File: src/rtl/mse_gpio_bank.sv
// Parametrised GPIO port bank: per-port OUT/DIR/IN/EDGE registers on the internal bus and a prescaled counter pattern generator.
// Optional edge-detect interrupt logic is enabled by defining MSE_GPIO_EDGE_IRQ_EN.
module mse_gpio_bank #(
    parameter int NPORTS      = 10,
    parameter int PW          = 8,
    parameter int DW          = 16,
    parameter bit PATTERN_RST = 1'b1
) (
    input  logic                 clk,
    input  logic                 rst,
    input  logic [7:0]           address,
    input  logic [DW-1:0]        wdata,
    input  logic                 wr,
    input  logic                 rd,
    output logic [DW-1:0]        rdata,
    output logic                 rd_valid,
    input  logic [NPORTS*PW-1:0] port_in,
    output logic [NPORTS*PW-1:0] port_out,
    output logic [NPORTS*PW-1:0] port_oe,
    output logic                 irq
);

    logic [5:0]    idx;
    logic [1:0]    sel;
    logic          is_global;

    logic [PW-1:0] out_reg [NPORTS];
    logic [PW-1:0] dir_reg [NPORTS];
    logic [PW-1:0] sync1   [NPORTS];
    logic [PW-1:0] sync2   [NPORTS];

    logic          pattern_en;
    logic [7:0]    prescale;
    logic [7:0]    pre_cnt;
    logic [7:0]    pat_cnt;
    logic [PW-1:0] pat_val;

    logic [PW-1:0] rd_port;
    logic [DW-1:0] rd_next;

`ifdef MSE_GPIO_EDGE_IRQ_EN
    logic [PW-1:0]     sync2_d  [NPORTS];
    logic [PW-1:0]     edge_sts [NPORTS];
    logic [NPORTS-1:0] irq_mask;
    logic              irq_next;
`endif

    assign idx       = address[7:2];
    assign sel       = address[1:0];
    assign is_global = (idx == 6'h3F);

    // Pattern value is the low PW bits of the 8-bit counter, zero-extended for wide ports
    always_comb begin
        pat_val = '0;
        for (int i = 0; i < PW; i++) begin
            if (i < 8) pat_val[i] = pat_cnt[i % 8];
        end
    end

    always_comb begin
        port_out = '0;
        port_oe  = '0;
        for (int k = 0; k < NPORTS; k++) begin
            port_out[k*PW +: PW] = pattern_en ? pat_val : out_reg[k];
            port_oe[k*PW +: PW]  = pattern_en ? {PW{1'b1}} : dir_reg[k];
        end
    end

    always_comb begin
        rd_port = '0;
        rd_next = '0;
        for (int k = 0; k < NPORTS; k++) begin
            if (idx == 6'(k)) begin
                case (sel)
                    2'd0: rd_port = out_reg[k];
                    2'd1: rd_port = dir_reg[k];
                    2'd2: rd_port = sync2[k];
`ifdef MSE_GPIO_EDGE_IRQ_EN
                    default: rd_port = edge_sts[k];
`else
                    default: rd_port = '0;
`endif
                endcase
            end
        end
        for (int i = 0; i < DW; i++) begin
            if (i < PW) rd_next[i] = rd_port[i % PW];
        end
        if (is_global) begin
            case (sel)
                2'd0: begin
                    rd_next[0]    = pattern_en;
                    rd_next[15:8] = prescale;
                end
                2'd1: rd_next[7:0] = pat_cnt;
`ifdef MSE_GPIO_EDGE_IRQ_EN
                2'd2: begin
                    for (int k = 0; k < NPORTS; k++) begin
                        if (k < DW) rd_next[k % DW] = irq_mask[k];
                    end
                end
`endif
                default: rd_next = '0;
            endcase
        end
    end

`ifdef MSE_GPIO_EDGE_IRQ_EN
    always_comb begin
        irq_next = 1'b0;
        for (int k = 0; k < NPORTS; k++) begin
            if ((|edge_sts[k]) && irq_mask[k]) irq_next = 1'b1;
        end
    end
`else
    assign irq = 1'b0;
`endif

    always_ff @(posedge clk) begin
        if (rst) begin
            for (int k = 0; k < NPORTS; k++) begin
                out_reg[k] <= '0;
                dir_reg[k] <= '0;
                sync1[k]   <= '0;
                sync2[k]   <= '0;
            end
            pattern_en <= PATTERN_RST;
            prescale   <= '0;
            pre_cnt    <= '0;
            pat_cnt    <= '0;
            rdata      <= '0;
            rd_valid   <= 1'b0;
        end else begin
            // Counters only run while the pattern is enabled, and restart from zero when it is re-enabled
            if (!pattern_en) begin
                pre_cnt <= '0;
                pat_cnt <= '0;
            end else if (pre_cnt == prescale) begin
                pre_cnt <= '0;
                pat_cnt <= pat_cnt + 8'd1;
            end else begin
                pre_cnt <= pre_cnt + 8'd1;
            end

            rd_valid <= rd;
            if (rd) rdata <= rd_next;

            for (int k = 0; k < NPORTS; k++) begin
                sync1[k] <= port_in[k*PW +: PW];
                sync2[k] <= sync1[k];
                if (wr && idx == 6'(k)) begin
                    if (sel == 2'd0) out_reg[k] <= wdata[PW-1:0];
                    if (sel == 2'd1) dir_reg[k] <= wdata[PW-1:0];
                end
            end

            if (wr && is_global && sel == 2'd0) begin
                pattern_en <= wdata[0];
                prescale   <= wdata[15:8];
            end
        end
    end

`ifdef MSE_GPIO_EDGE_IRQ_EN
    // A rising edge seen in the same cycle as a W1C write keeps the bit set
    always_ff @(posedge clk) begin
        if (rst) begin
            for (int k = 0; k < NPORTS; k++) begin
                sync2_d[k]  <= '0;
                edge_sts[k] <= '0;
            end
            irq_mask <= '0;
            irq      <= 1'b0;
        end else begin
            for (int k = 0; k < NPORTS; k++) begin
                sync2_d[k]  <= sync2[k];
                edge_sts[k] <= (edge_sts[k] & ~((wr && idx == 6'(k) && sel == 2'd3) ? wdata[PW-1:0] : {PW{1'b0}}))
                             | (sync2[k] & ~sync2_d[k] & ~dir_reg[k]);
            end
            if (wr && is_global && sel == 2'd2) begin
                for (int k = 0; k < NPORTS; k++) begin
                    if (k < DW) irq_mask[k] <= wdata[k % DW];
                end
            end
            irq <= irq_next;
        end
    end
`endif

endmodule
File: config.mk
export PLATFORM = sky130hd
export DESIGN_NAME = mse_gpio_bank
export DESIGN_NICKNAME = d
export VERILOG_FILES = /design/src/rtl/mse_gpio_bank.sv
export SDC_FILE = /design/constraint.sdc
export NUM_CORES = 1
export LEC_CHECK = 0
export ABC_AREA = 1
export BUFFER_PORTS_ARGS = -buffer_cell sky130_fd_sc_hd__clkbuf_2
export CORE_MARGIN = 1.5
export CORE_UTILIZATION = 40
export DETAILED_ROUTE_END_ITERATION = 8
export PLACE_DENSITY = 0.73
export SYNTH_ARGS = -nofsm -noshare
export SYNTH_HDL_FRONTEND = slang
export SYNTH_SLANG_ARGS = --single-unit
File: constraint.sdc
create_clock -name clk -period 2.5 [get_ports clk]
set_input_delay 0.375 -clock clk [delete_from_list [all_inputs] [get_ports clk]]
set_output_delay 0.375 -clock clk [all_outputs]
set_load 0.1 [all_outputs]
# == Yosys cells after proc, flatten, opt, wreduce, memory -nomap -nowiden ==
# Memory sizes are Yosys's and may differ from the RTL's.
# Index checks and enable logic that the tools add are counted.
# totals
reg_bits,42
mem_bits_rw,320
input_bits,108
output_inout_bits,178
elab_cells,231
memories,4
# classes
n_addsub,2
eq_ne,13
n_mux,149
bitwise,41
reduce_logical,16
# mem_list
memory,depth,word_bits,rd,rd_ports_with_merged_regs,write_ports,line,rtl
dir_reg,10,8,10,0,10,28,logic [PW-1:0] dir_reg [NPORTS];
out_reg,10,8,10,0,10,27,logic [PW-1:0] out_reg [NPORTS];
sync1,10,8,10,0,10,29,logic [PW-1:0] sync1 [NPORTS];
sync2,10,8,10,0,10,30,logic [PW-1:0] sync2 [NPORTS];
# op_table
cell,count
$mux 8,71
$pmux 8 s3,10
$mux 1,65
$or 1x1->1,40
$eq 6x3->1 const B,4
$add 8x1->8 const B,2
$mux 16,1
$pmux 7 s2,1
$eq 6x2->1 const B,2
$eq 6x4->1 const B,2
$logic_and 1x1->1,12
$eq 8x8->1,1
$eq 6x1->1 const B,1
$eq 6x6->1 const B,1
$logic_not 6->1,1
$reduce_or 3->1,1
$eq 2x1->1 const B,1
$eq 2x2->1 const B,1
$logic_not 2->1,1
$pmux 1 s2,1
$reduce_or 2->1,1
$not 1->1,1

# == Longest topological paths before layout ==
# Gate-level depths: netlist of run 1.
# depth
depth_word,14
ltp_mapped,15

# == Worst setup path after synthesis of run 1 ==
# Ideal clock, no wire load.
# synth_timing
path_kind,reg-to-output
startpoint,reg pattern_en
endpoint,out port_out[33]
arrival_ns,2.840
path_slack_ns,-0.715
stages_incl_launch_ff,4
n_path_buf,2
path_cell_list,dfxtp_1 > clkbuf_1 > clkbuf_1 > o21ai_0
# synth_via
elab_chain_cells,1
# synth_lines
item,line,rtl
from (decl),32,logic pattern_en;
from (signal assigned),158,pattern_en <= wdata[0];
$mux 8,64,port_out[k*PW +: PW] = pattern_en ? pat_val : out_reg[k];
to (decl),18,"output logic [NPORTS*PW-1:0] port_out,"
# No other way between the ends.

# == Worst setup path after layout of run 1 ==
# layout_timing
startpoint,reg pattern_en
endpoint,out port_out[45]
# The elaborated chain is that of the path after synthesis.

==> flow_summary.yaml, run 1 <==
run_status:
  outcome: "complete, no violations"
sta:
  max_freq_mhz: 405.2
  max_slew_headroom_pct: 50.08
  postLayoutSetupSlackWorst_ps: 32.37
  final.min_clock_period_ps: 2468
  timing.setup.tns_ps: 0
  timing.final.crit_share_pct: 98.71
  finalClockSkew_ps: 22.80
  unrepaired_setup_endpoints_after_global_routing: "no"
  hold_viol_final: 0
  finalMaxSlewViolations: 0
  worst_slew_pin_tran_ps: 748.7
  setup-violations-final: 0
synth:
  syn_inst: 1923
  synth_async_reset_ratio_pct: 0
  netlist_area_sq_um: 15600
  yosys_register_bits: 362
  mappedNetlistNets: 2033
  synth_edf_count: 160
  syn_avg_cell_area_sq_um: 8.113
  seq_area_frac_synth_pct: 56.72
  ys_types: 36
  yosys_warnings: 0
  synth-main-ff-cell: "sky130_fd_sc_hd__dfxtp_1"
clock_network:
  depth_of_the_cts_h_tree: 2
  cts_tree: "yes"
  cts_root_buffer: "sky130_fd_sc_hd__clkbuf_16"
  clk_transition_reported_paths_ps: 60
  worst_skew_pair.late_latency_ps: 550
  tritoncts.num_buffers: 40
  max-clock-path-buffers: 3
  cts.sink_count: 362
  cts_setup_buffers: 0
floorplanning:
  i_o_pins: 286
  die_height_um: 200.5
  coreArea_sq_um: 38560
  die_area_sq_um: 40200
  die_x_um: 200.5
  placementRows: 72
  floorplan.initialDensity_pct: 40.46
grt:
  grt_overflow_total: 0
  pin_count_of_the_biggest_net_entering_global_routing: 170
  first_global_vias: 13730
  initial_antenna_violation_count: 1
  track_usage_pct: 26.52
  grt_first_pass_wirelength_um: 81190
worst_setup_path:
  worst-endpoint-arrival_ps: 2090
  timing.critical_path.required_ps: 2120
  cp_top_family: "buffers and inverters"
  critical_path.cell_chain: "inv_4, buf_12, nand2_1, nand2_1, buf_12"
  crit_fanout: 64
  critPathSlowestCell: "sky130_fd_sc_hd__dfxtp_4"
  cp-end-kind: "output port"
  worst_path_largest_cell_delay_ps: 430
  critPathKind: "register to output port"
  critical_path_buf_inv_count: 3
  start_kind: "register"
layout:
  final_core_utilization_pct: 53.86
  final_layout_size_suffix_gt1_share_pct: 22.02
  mostFrequentLayoutCell: "sky130_fd_sc_hd__nand2_1"
  stdcell_area_sq_um: 20770
  layout-area-overhead-vs-synth_pct: 33.12
  fin_cells: 2761
  layout.cells.most_common_list: "403 x sky130_fd_sc_hd__nand2_1, 384 x sky130_fd_sc_hd__nor2_1, 292 x sky130_fd_sc_hd__inv_1"
  antenna-diode-count: 0
  fin_nets: 2322
pwr:
  pwr_density_cell_nw_per_um2: 688.5
  cellLeakagePower_uw: 0.009458
  power.ir.vdd_worst_v: 0.0004333
routing:
  drt.antenna.violating_nets: 0
  drt-total-wl_um: 54260
  wl_per_cell_um: 19.65
  total_iterations_of_the_first_detailed_routing_run: 5
  post_drt_via_cell_ratio: 5.093
  drt_drc_violations_left: 0
  via_count: 14060
  initialDrtViolationCount: 1504
place:
  dpl_cell_area_sq_um: 19300
  dp.final_hpwl_um: 39290
  placement.setup.worst_slack_ps: 145.1
  numPortBuffers: 284
  replace_congestion: 0.9430
  dpl.cell_count: 2680
hold_path:
  min_path_type: "input port to register"
flow_run:
  max-cap-violations: 0
final timing paths:
kind	endpoint	from	cells after the start	slack (ps)
worst max-delay path	port_out[45]	pattern_en	5	30
worst min-delay path	sync1[0][25]	port_in[25]	3	9
worst max register to register	pat_cnt[7]	pre_cnt[0]	8	680
worst min register to register	sync2[6][7]	sync1[0][55]	2	390
worst min-delay path: cells and delay by family:
| kind | cells | cell delay, ps |
|---|---|---|
| buf+inv | 2 | 120 |
| simple gates | 1 | 30 |
Yosys cell counts, types with 4 or more instances:
cell,count,area share (%)
sky130_fd_sc_hd__nor3_1,6,0.19
sky130_fd_sc_hd__nand3_1,148,4.7
sky130_fd_sc_hd__nor2_1,385,9.3
sky130_fd_sc_hd__clkbuf_1,68,1.6
sky130_fd_sc_hd__edfxtp_1,160,31
sky130_fd_sc_hd__dfxtp_1,202,26
sky130_fd_sc_hd__buf_2,22,0.71
sky130_fd_sc_hd__nand4_1,22,0.88
sky130_fd_sc_hd__nand2_1,407,9.8
sky130_fd_sc_hd__or2_2,55,2.2
sky130_fd_sc_hd__o31ai_1,7,0.34
sky130_fd_sc_hd__o221ai_1,23,1.3
sky130_fd_sc_hd__a21oi_1,12,0.38
sky130_fd_sc_hd__buf_4,9,0.43
sky130_fd_sc_hd__o21ai_0,59,1.9
sky130_fd_sc_hd__inv_1,293,7.0
sky130_fd_sc_hd__inv_2,4,0.096
sky130_fd_sc_hd__xnor2_1,7,0.39
through the flow:
| stage | power (uW) | hold slack (ps) |
|---|---|---|
| 4_1_cts | 14340 | 1.006 |
| 3_3_place_gp | 8396 | 393.4 |
| 3_5_place_dp | 8405 | 393.5 |
| 2_1_floorplan | 7663 | 388.3 |
| 6_report | 14300 | 9.100 |
| 5_1_grt | 14700 | 14.21 |
power breakdown:
part	internal, uW	total (uW)	switching (uW)
combinational	505	1720	1220
clock	3540	5990	2440
sequential	6440	6590	152
kinds of logic (layout without fill, tap and decap cells):
logic type / count (synthesis) / in the layout / synth area share (%)
fa+ha+maj: 2 / 2 / 0.1604
xor+xnor: 9 / 9 / 0.5053
simple gates: 1038 / 1038 / 28.08
flops: 362 / 362 / 56.72
compound gates: 108 / 108 / 4.267
other cells: 1 / 1 / 0.02404
buf+inv: 403 / 723 / 10.25
area by class of cell:
class / count / area, sq um
clock buffer: 61 / 1262
clock inverter: 12 / 110.1
fill: 3509 / 17790
inverter: 298 / 1124
multi-input combinational: 1158 / 5176
sequential: 362 / 8852
tap: 518 / 648.1
timing repair buffer: 352 / 3596
timing repair:
item,CTS,global route
hold buffers,8,0
endpoints found under the hold margin,8,0
endpoints found under the setup margin,31,0
resized for setup,7,0
routing by layer:
| metal | routed length, um | GRT usage, % |
|---|---|---|
| met5 | 13 | 0 |
| met4 | 2044 | 10.93 |
| met3 | 5917 | 5.471 |
| met2 | 24550 | 42.22 |
| met1 | 21730 | 35.29 |
(Power assumes the default switching activity.)
==> inputs of run 2 (changes only) <==
--- a/config.mk
+++ b/config.mk
@@ -7,6 +7,7 @@
 export LEC_CHECK = 0
 export ABC_AREA = 1
 export BUFFER_PORTS_ARGS = -buffer_cell sky130_fd_sc_hd__clkbuf_2
+export CAP_MARGIN = 20
 export CORE_MARGIN = 1.5
 export CORE_UTILIZATION = 40
 export DETAILED_ROUTE_END_ITERATION = 8
==> constraint.sdc (replaced) <==
create_clock -name clk -period 2.3 [get_ports clk]
set_input_delay 0.345 -clock clk [delete_from_list [all_inputs] [get_ports clk]]
set_output_delay 0.345 -clock clk [all_outputs]
set_load 0.1 [all_outputs]
==> run 2 against run 1 <==
Net effect:
- the flow now finishes with violations (negative setup slack)
- sequential share of layout area fell by 1.4 points
- clock-buffer cell count fell by 7
- largest power group unchanged
- critical endpoint is now port_out[42]
- critical path type unchanged
- global-route usage rose by 0.48 points
- clock skew fell by 12 ps
- first-iteration DRC count rose by 5.5%
- clock power rose by 5.5%
- sequential power rose by 8.6%
==> flow_summary.yaml, run 2 (synthesis results as in run 1) <==
run_status:
  outcome: "finished with violations"
  violated_checks: "negative setup slack"
hold_path:
  min_to: "sync1[0][27]"
  min_path_type: "input port to register"
  timing.hold.worst.start: "port_in[27]"
  worst_hold_path.num_cells: 3
sta:
  max_slew_headroom_pct: 50.37
  timing.final.crit_share_pct: 100.4
  timing.setup.tns_ps: -10.31
  hold_viol_final: 0
  final.min_clock_period_ps: 2310
  setup-violations-final: 1
  unrepaired_setup_endpoints_after_global_routing: "yes"
  worst_slew_pin_tran_ps: 743.6
  finalClockSkew_ps: 10.43
  postLayoutSetupSlackWorst_ps: -10.31
  finalMaxSlewViolations: 0
  max_freq_mhz: 432.8
routing:
  initialDrtViolationCount: 1586
  wl_per_cell_um: 19.79
  drt_drc_violations_left: 0
  drt.antenna.violating_nets: 0
  drt-total-wl_um: 55760
  post_drt_via_cell_ratio: 5.099
  via_count: 14360
  total_iterations_of_the_first_detailed_routing_run: 6
clock_network:
  cts_root_buffer: "sky130_fd_sc_hd__clkbuf_16"
  cts_tree: "yes"
  max-clock-path-buffers: 3
  clk_transition_reported_paths_ps: 60
  tritoncts.num_buffers: 39
  cts.sink_count: 362
  depth_of_the_cts_h_tree: 2
  worst_skew_pair.late_latency_ps: 540
floorplanning:
  die_x_um: 200.5
  placementRows: 72
  coreArea_sq_um: 38560
  i_o_pins: 286
  floorplan.initialDensity_pct: 40.46
  die_area_sq_um: 40200
  die_height_um: 200.5
layout:
  final_layout_size_suffix_gt1_share_pct: 22.10
  antenna-diode-count: 0
  layout.cells.most_common_list: "399 x sky130_fd_sc_hd__nand2_1, 384 x sky130_fd_sc_hd__nor2_1, 292 x sky130_fd_sc_hd__inv_1"
  fin_nets: 2378
  mostFrequentLayoutCell: "sky130_fd_sc_hd__nand2_1"
  layout-area-overhead-vs-synth_pct: 37.61
  fin_cells: 2817
worst_setup_path:
  timing.rr.start: "pre_cnt[3]"
  timing.critical_path.required_ps: 1960
  critPathKind: "register to output port"
  ff2ff_setup_slack_ps: 520
  crit_fanout: 14
  worst-endpoint-arrival_ps: 1970
  end_of_the_worst_register_to_register_path: "pat_cnt[7]"
  cp-end-kind: "output port"
  reg2reg_depth: 8
  start_kind: "register"
place:
  placement.setup.worst_slack_ps: 168.1
  numPortBuffers: 284
  dp.final_hpwl_um: 40110
  dpl.cell_count: 2688
  replace_congestion: 0.9515
grt:
  grt_first_pass_wirelength_um: 82100
  pin_count_of_the_biggest_net_entering_global_routing: 100
  first_global_vias: 13790
  grt_overflow_total: 0
  track_usage_pct: 27.01
  initial_antenna_violation_count: 0
pwr:
  cellLeakagePower_uw: 0.009732
  power_uw: 15440
  power.ir.vdd_worst_v: 0.0005907
  pwr_density_cell_nw_per_um2: 719.3
flow_run:
  max-cap-violations: 0
[run 2: cell count changes in the layout (fill, tap and decap cells not counted), moves of 3 or more]
cell / before / now
sky130_fd_sc_hd__buf_4: 56 / 109
sky130_fd_sc_hd__clkbuf_2: 179 / 126
sky130_fd_sc_hd__dlygate4sd3_1: 8 / 57
sky130_fd_sc_hd__o21ai_1: 20 / 5
sky130_fd_sc_hd__o21ai_0: 39 / 51
sky130_fd_sc_hd__buf_12: 110 / 114
sky130_fd_sc_hd__inv_6: 0 / 4
sky130_fd_sc_hd__nand2_1: 403 / 399
sky130_fd_sc_hd__nand2_2: 5 / 9
sky130_fd_sc_hd__clkinv_4: 1 / 4
sky130_fd_sc_hd__o21ai_2: 2 / 5
[run 2: repair_timing]
action / in CTS / in global routing
endpoints found under the setup margin: 124 / 21
hold buffers: 57 / 0
setup buffers: 0 / 0
gates cloned: 0 / 0
gates resized for setup: 13 / 8
hold endpoints to repair: 57 / 0
[run 2: layout make-up]
cell class | count | area, sq um
inverter | 298 | 1129
fill | 3475 | 17090
timing repair buffer | 409 | 4332
clock inverter | 18 | 143.9
tap | 518 | 648.1
clock buffer | 54 | 1167
multi-input combinational | 1158 | 5197
sequential | 362 | 8852
[run 2: layer usage]
metal,vias to the layer above,GRT usage [%],share of wire [%]
met5,-,0,0
met4,0,11.01,4.2
met3,139,5.860,10
met2,818,42.58,45
met1,6754,36.14,41
li1,6652,-,-
[run 2: worst max-delay path: stages, from the launching register on]
cell                      delay, ps
sky130_fd_sc_hd__dfxtp_4        500
sky130_fd_sc_hd__nand2_1        260
sky130_fd_sc_hd__buf_4          280
sky130_fd_sc_hd__nand2_1        180
sky130_fd_sc_hd__buf_12         200
[run 2: worst max-delay path by stage]
stage	start	endpoint
2_1_floorplan	pattern_en	port_out[34]
3_3_place_gp	address[1]	dir_reg[9][4]
3_5_place_dp	address[0]	rdata[2]
4_1_cts	pattern_en	port_out[41]
5_1_grt	pattern_en	port_out[42]
6_report	pattern_en	port_out[42]
[run 2: per-stage QoR]
stage	instance area (sq um)	utilization (%)	hold slack (ps)
2_1_floorplan	15610	-	388.3
3_3_place_gp	19550	50.69	395.0
3_5_place_dp	19550	50.69	394.0
4_1_cts	21460	55.66	0.1292
5_1_grt	21470	55.68	4.765
6_report	21470	55.68	5.570
[run 2: power by group]
part / internal (uW) / switching (uW)
combinational: 610 / 1350
sequential: 7000 / 161
clock: 3630 / 2700
